[config.mk]
export PLATFORM = sky130hd
export DESIGN_NAME = sync_fifo_prog
export DESIGN_NICKNAME = d
export VERILOG_FILES = /design/src/rtl/sync_fifo_prog.sv
export SDC_FILE = /design/constraint.sdc
export NUM_CORES = 1
export LEC_CHECK = 0
export ABC_AREA = 1
export CORE_ASPECT_RATIO = 0.5
export CORE_MARGIN = 3
export CORE_UTILIZATION = 30
export CTS_BUF_LIST = sky130_fd_sc_hd__clkbuf_16
export DETAILED_ROUTE_END_ITERATION = 10
export PLACE_DENSITY = 0.46
export SLEW_MARGIN = 40
export SYNTH_ARGS = -nofsm -noshare
export SYNTH_HDL_FRONTEND = slang
export SYNTH_SLANG_ARGS = --single-unit
[constraint.sdc]
create_clock -name clk -period 3.54 [get_ports clk]
set_input_delay 0.708 -clock clk [delete_from_list [all_inputs] [get_ports clk]]
set_output_delay 0.708 -clock clk [all_outputs]
set_load 0.005 [all_outputs]
[src/rtl/sync_fifo_prog.sv]
// sync_fifo_prog: single-clock FIFO, any depth, programmable flags, standard or FWFT read, sticky errors, flush.
module sync_fifo_prog #(
  parameter int WIDTH = 8,
  parameter int DEPTH = 16,
  parameter int FWFT  = 0,
  parameter int AF_TH = DEPTH - 2,
  parameter int AE_TH = 2,
  parameter int PTR_W = $clog2(DEPTH),
  parameter int CNT_W = $clog2(DEPTH + 1)
) (
  input  logic             clk,
  input  logic             res,
  input  logic             wr_en,
  input  logic [WIDTH-1:0] wdata,
  input  logic             rd_en,
  input  logic             flush,
  input  logic             clr_err,
  output logic [WIDTH-1:0] rdata,
  output logic             rvalid,
  output logic             full,
  output logic             empty,
  output logic             almost_full,
  output logic             almost_empty,
  output logic [CNT_W-1:0] count,
  output logic             overflow,
  output logic             underflow
);
  logic [WIDTH-1:0] mem [DEPTH];
  logic [PTR_W-1:0] wr_ptr_q, wr_ptr_d, rd_ptr_q, rd_ptr_d;
  logic [CNT_W-1:0] count_q, count_d;
  logic [WIDTH-1:0] rdata_q, rdata_d;
  logic             rvalid_q, rvalid_d, ovf_q, ovf_d, udf_q, udf_d;
  logic             wr_acc, rd_acc;
  assign full         = count_q == CNT_W'(DEPTH);
  assign empty        = count_q == '0;
  assign almost_full  = count_q >= CNT_W'(AF_TH);
  assign almost_empty = count_q <= CNT_W'(AE_TH);
  assign count        = count_q;
  assign overflow     = ovf_q;
  assign underflow    = udf_q;
  assign rdata        = FWFT != 0 ? mem[rd_ptr_q] : rdata_q;
  assign rvalid       = FWFT != 0 ? ~empty : rvalid_q;
  always_comb begin
    rd_acc   = rd_en & ~empty;
    wr_acc   = wr_en & (~full | rd_acc);
    wr_ptr_d = flush ? '0 : wr_acc ? (wr_ptr_q == PTR_W'(DEPTH - 1) ? '0 : wr_ptr_q + 1'b1) : wr_ptr_q;
    rd_ptr_d = flush ? '0 : rd_acc ? (rd_ptr_q == PTR_W'(DEPTH - 1) ? '0 : rd_ptr_q + 1'b1) : rd_ptr_q;
    count_d  = flush ? '0 : (wr_acc & ~rd_acc) ? count_q + 1'b1 :
               (rd_acc & ~wr_acc) ? count_q - 1'b1 : count_q;
    rdata_d  = (rd_acc & ~flush) ? mem[rd_ptr_q] : rdata_q;
    rvalid_d = rd_acc & ~flush;
    // a fresh error outranks a clear in the same cycle; flushed requests never flag
    ovf_d    = (wr_en & ~wr_acc & ~flush) | (ovf_q & ~clr_err);
    udf_d    = (rd_en & ~rd_acc & ~flush) | (udf_q & ~clr_err);
  end
  always_ff @(posedge clk or posedge res) begin
    if (res) begin
      wr_ptr_q <= '0;
      rd_ptr_q <= '0;
      count_q  <= '0;
      rdata_q  <= '0;
      rvalid_q <= 1'b0;
      ovf_q    <= 1'b0;
      udf_q    <= 1'b0;
    end else begin
      wr_ptr_q <= wr_ptr_d;
      rd_ptr_q <= rd_ptr_d;
      count_q  <= count_d;
      rdata_q  <= rdata_d;
      rvalid_q <= rvalid_d;
      ovf_q    <= ovf_d;
      udf_q    <= udf_d;
    end
  end
  always_ff @(posedge clk) begin
    if (wr_acc & ~flush) mem[wr_ptr_q] <= wdata;
  end
endmodule

==> flow_summary.ini, run 1 <==
[outcome]
status = complete, no violations

[placement]
gp_congestion = 0.7823
hpwl_mm = 11.26
port_buffers = 33

[timing]
fin_crit_sh_pct = 74.43
worst_pin_slew_ps = 843.7
max_freq_mhz = 379.5
setup_viol = 0
hold_viol = 0
relSlewSlack_pct = 43.58
period_needed_ps = 2635
tns_ps = 0
rsz0062_at_grt = no
clock_skew_ps = 11.58
drv_slew = 0
holdWs_ps = 478.2

[worst_setup_path]
required_ps = 2830
path_class = flop to output port
path_max_fanout = 7
arrival_ps = 1930
r2r_setup_slack_ps = 1280
crit_path_start_kind = flop
end_kind = output port

[run]
cap_viol_max_count = 0

[die]
fp.coreArea_um2 = 21970
die_h_um = 112.4
rows = 38
start_util_pct = 30.92
ios = 34
die_area_um2 = 24590
fp.dieW_um = 218.8

[power]
p_leak_nw = 3.401
p_total_mw = 5.314
power.density_nw_per_um2 = 665.2
peakVddDrop_v = 0.0003301

[synthesis]
syn_avg_cell_area_um2 = 9.958
syn_area_um2 = 6792
yosysWarnings = 0
postSynthCellCount = 682
synthesis.nets = 706
synth-seq-cells = 152
ys_types = 29
seq_area_frac_synth_pct = 65.44

[finish]
syn2layout_area_growth_pct = 17.63
drive_above_1_share_pct = 8.595
antenna_cells = 0
fin_nets = 744
final_cell_mix = nand2_1, edfxtp_1, nand3_1, inv_1, clkdlybuf4s50_1
n_fill_cell = 2243
layout_commonest_cell = nand2_1

[global_route]
gr-usage-all-layers_pct = 14.83
grt_pass1_wl_mm = 26.98
grt_max_degree = 67
antenna_found_initial = 0
globalRouteOverflowTotal = 0
met1_usage_pct = 22.51
first_global_vias = 4498
met3_usage_pct = 2.921
use_met2_pct = 21.62
grt_busiest_layer = met1

[cts]
cts_num_sinks = 152
cts.repair.resized = 0
cts_tree = yes
cts_setup_buffers = 0
h-tree-depth = 4
ctsRootBufferMaster = clkbuf_16
ctsHoldBuffers = 0
clk_latency_ps = 420
clockBufferDepth = 2
clk_pin_slew_ps = 60
numCtsBuffers = 17

[route]
vias = 4631
first_iter_violations = 412
final_antenna_net_count = 0
wl_mm = 17.38
wl_per_cell_um = 16.83
first_pass_iters = 5
drc_errors = 0
viasPerCell = 4.483

[worst_hold_path]
hold_path_class = flop to flop
area by class of cell:
class | instances | area [um^2] | area share (%)
multi-input cells | 419 | 1874 | 23.46
repair buffers | 45 | 385.4 | 4.824
flip-flops and latches | 152 | 4446 | 55.65
clock inverters | 15 | 163.9 | 2.052
well taps | 300 | 375.4 | 4.699
clock buffers | 17 | 425.4 | 5.325
inverters | 85 | 319.1 | 3.994
state kept, by name, indices dropped and copies added (netlist names):
signal	count
rd_ptr_q	4
wr_ptr_q	4
rdata	8
rvalid	1
underflow	1
overflow	1
count	5
mem	128
through the flow:
step	instances	instance area (um^2)	util, %	setup slack, ps
5_1_grt	1033	7989	36.37	767.6
4_1_cts	1033	7999	36.41	876.2
2_1_floorplan	682	6792	-	1495
3_3_place_gp	1001	7435	33.85	580.8
3_5_place_dp	1001	7410	33.73	505.3
6_report	1033	7989	36.37	905.1
Yosys cell counts (all sizes together):
cell / n / area share, %
nand2: 271 / 15
edfxtp: 128 / 57
nand3: 92 / 6.9
inv: 83 / 4.6
nor2: 26 / 1.7
dfrtp: 24 / 8.8
buf: 21 / 2.0
ha: 9 / 1.7
o21ai: 8 / 0.59
clkbuf: 5 / 0.28
a21oi: 4 / 0.35
clkinv: 2 / 0.11
o22ai: 2 / 0.18
xor2: 2 / 0.26
fa: 1 / 0.29
nand4: 1 / 0.092
o2111ai: 1 / 0.13
o2bb2ai: 1 / 0.13
o32ai: 1 / 0.13
worst max-delay path: stages, from the launching register on:
cell and delay [ps]:
dfrtp_1 480, nor2_2 180, nand3_1 230, inv_1 110
clkdlybuf4s50_1 510
kinds of logic (layout without fill, tap and decap cells):
group / after synthesis / after routing / synth area share [%]
and+or+nand+nor: 390 / 390 / 23.88
DFF: 152 / 152 / 65.44
buffers and inverters: 111 / 162 / 6.964
AOI/OAI and AO/OA: 17 / 17 / 1.511
adders and majority gates: 10 / 10 / 1.953
xor gates and xnor gates: 2 / 2 / 0.2580
path summary, 6_finish.rpt:
check | start | end | depth (start not counted)
worst max-delay path | count[0]$_DFFE_PP0P_ | full | 4
worst min-delay path | rdata[5]$_DFFE_PP0P_ | rdata[5]$_DFFE_PP0P_ | 2
worst max register to register | count[0]$_DFFE_PP0P_ | mem[13][0]$_DFFE_PP_ | 6
worst min register to register | rdata[5]$_DFFE_PP0P_ | rdata[5]$_DFFE_PP0P_ | 2
max in group asynchronous | res | rd_ptr_q[0]$_DFFE_PP0P_ | 2
min in group asynchronous | res | rdata[3]$_DFFE_PP0P_ | 2
where the power goes:
| part | internal (mW) | total [mW] | switching (mW) |
|---|---|---|---|
| combinational | 0.481 | 1.37 | 0.886 |
| sequential | 2.04 | 2.11 | 0.0749 |
| clock | 1.10 | 1.83 | 0.732 |
| total | 3.62 | 5.31 | 1.69 |
per-layer routing:
metal	vias up	wire length (um)
met4	0	160
met1	2240	9075
li1	2292	-
met3	14	743
met2	85	7403
met5	-	0
No activity file was read; power rests on OpenSTA's default activity.
==> run 2: changes to the inputs <==
==> constraint.sdc (replaced) <==
create_clock -name clk -period 2.58 [get_ports clk]
set_input_delay 0.516 -clock clk [delete_from_list [all_inputs] [get_ports clk]]
set_output_delay 0.516 -clock clk [all_outputs]
set_load 0.005 [all_outputs]
==> run 2 against run 1 <==
Global-route usage shrank 0.26 points. Clock power rose by 45%. Critical path depth unchanged. Final cell count rose by 2.1%. Core utilization up 1.2 points. Register-to-register slack got worse by 940 ps. Power is 41% higher. Wire length shrank 1.7%. Clock-buffer cell count is the same. Critical path type unchanged.
==> flow_summary.ini, run 2 (synthesis results as in run 1) <==
[global_route]
grt_pass1_wl_mm = 26.84
gr-usage-all-layers_pct = 14.57
antenna_found_initial = 0
globalRouteOverflowTotal = 0
first_global_vias = 4576
grt_max_degree = 67

[worst_setup_path]
reg2regPathDepth = 13
r2r_setup_slack_ps = 340
end_kind = output port
reg2reg_from = count[2]$_DFFE_PP0P_
cp_top_family = buffers and inverters
crit_buf_inv = 2
arrival_ps = 1850
cpMaxStageDelayCell = clkdlybuf4s50_1
cp_cell_sequence = nor2_2 > nand3_2 > inv_1 > clkdlybuf4s50_1
required_ps = 2060
crit_path_start_kind = flop
path_class = flop to output port
critPathMaxStageDelay_ps = 500
timing.rr.end = count[4]$_DFFE_PP0P_
path_max_fanout = 6

[finish]
regMostFlops = mem
layout_commonest_cell = nand2_1
fin_nets = 766
final_cell_count_no_fill = 1055
final_cell_mix = nand2_1, edfxtp_1, nand3_1, inv_1
largest_reg_flops = 128
drive_above_1_share_pct = 10.46
syn2layout_area_growth_pct = 21.39
design_area_um2 = 8244
antenna_cells = 0

[power]
p_leak_nw = 3.514
power.density_nw_per_um2 = 906.9
peakVddDrop_v = 0.0004155

[die]
rows = 38
die_area_um2 = 24590
ios = 34
die_h_um = 112.4
fp.coreArea_um2 = 21970
start_util_pct = 30.92
fp.dieW_um = 218.8

[timing]
max_freq_mhz = 422.6
fin_ws_ps = 213.9
fin_crit_sh_pct = 91.71
holdWs_ps = 457.1
setup_viol = 0
tns_ps = 0
relSlewSlack_pct = 50.62
period_needed_ps = 2366
drv_slew = 0
clock_skew_ps = 15.54
rsz0062_at_grt = no
hold_viol = 0
worst_pin_slew_ps = 740.6

[placement]
port_buffers = 33
pre_cts_ws_ps = 186.2
placed_area_um2 = 7612
dp.cells = 1023
gp_congestion = 0.8156
hpwl_mm = 10.84

[cts]
clk_latency_ps = 420
numCtsBuffers = 17
h-tree-depth = 4
ctsHoldBuffers = 0
ctsRootBufferMaster = clkbuf_16
clockBufferDepth = 2
cts_num_sinks = 152
cts_tree = yes
cts.repair.resized = 0
cts_setup_buffers = 0
clk_pin_slew_ps = 70

[route]
drc_errors = 0
wl_per_cell_um = 16.19
wl_mm = 17.08
routed-wl-met2_mm = 7.316
vias = 4629
first_pass_iters = 5
routed.top_layer = met4
wl_met3_um = 542
final_antenna_net_count = 0
first_iter_violations = 418
wl_met1_mm = 9.020
viasPerCell = 4.388

[worst_hold_path]
hold_path_class = input pin to asynchronous set/reset pin

[run]
cap_viol_max_count = 0

[outcome]
status = complete, no violations
==> run 2: cell count changes in the layout (fill, tap and decap cells not counted), moves of 3 or more <==
cell | before | now
clkinv_2 | 3 | 0
clkdlybuf4s50_1 | 26 | 33
clkinvlp_4 | 0 | 4
inv_6 | 1 | 4
buf_4 | 12 | 33
buf_2 | 7 | 0
==> run 2: layer usage <==
layer / up-vias / global-route usage [%]
li1: 2333 / -
met1: 2211 / 21.74
met2: 72 / 21.45
met3: 13 / 2.759
met4: 0 / 4.571
met5: - / 0
==> run 2: area by class of cell <==
cell class / instances / area (um^2)
inverters: 85 / 319.1
clock inverters: 15 / 201.4
fillers: 2198 / 13720
repair buffers: 67 / 598.1
clock buffers: 17 / 425.4
well taps: 300 / 375.4
flip-flops and latches: 152 / 4446
multi-input cells: 419 / 1879
==> run 2: where the power goes <==
group / switching (mW) / internal [mW]
Combinational: 1.23 / 0.710
Sequential: 0.0898 / 2.80
Clock: 1.03 / 1.63
==> run 2: worst max-delay path by stage <==
stage,startpoint,end,slack (ps),depth (start not counted)
floorplan,count[2]$_DFFE_PP0P_,count[4]$_DFFE_PP0P_,610,13
global placement,rd_en,count[4]$_DFFE_PP0P_,230,12
detailed placement,rd_en,count[4]$_DFFE_PP0P_,190,12
CTS,count[2]$_DFFE_PP0P_,full,100,4
global route,count[2]$_DFFE_PP0P_,full,50,4
finish,count[2]$_DFFE_PP0P_,full,210,4
==> run 2: metrics by stage <==
step	power [mW]	util, %
final	7.477	37.53
after global routing	7.911	37.53
after CTS	7.547	37.51
after detailed placement	4.885	34.65
after global placement	4.888	34.65
after floorplan	4.148	-
==> run 2: worst min-delay path: stages <==
cell	delay (ps)
clkdlybuf4s50_1	390
inv_1	50
buf_4	330
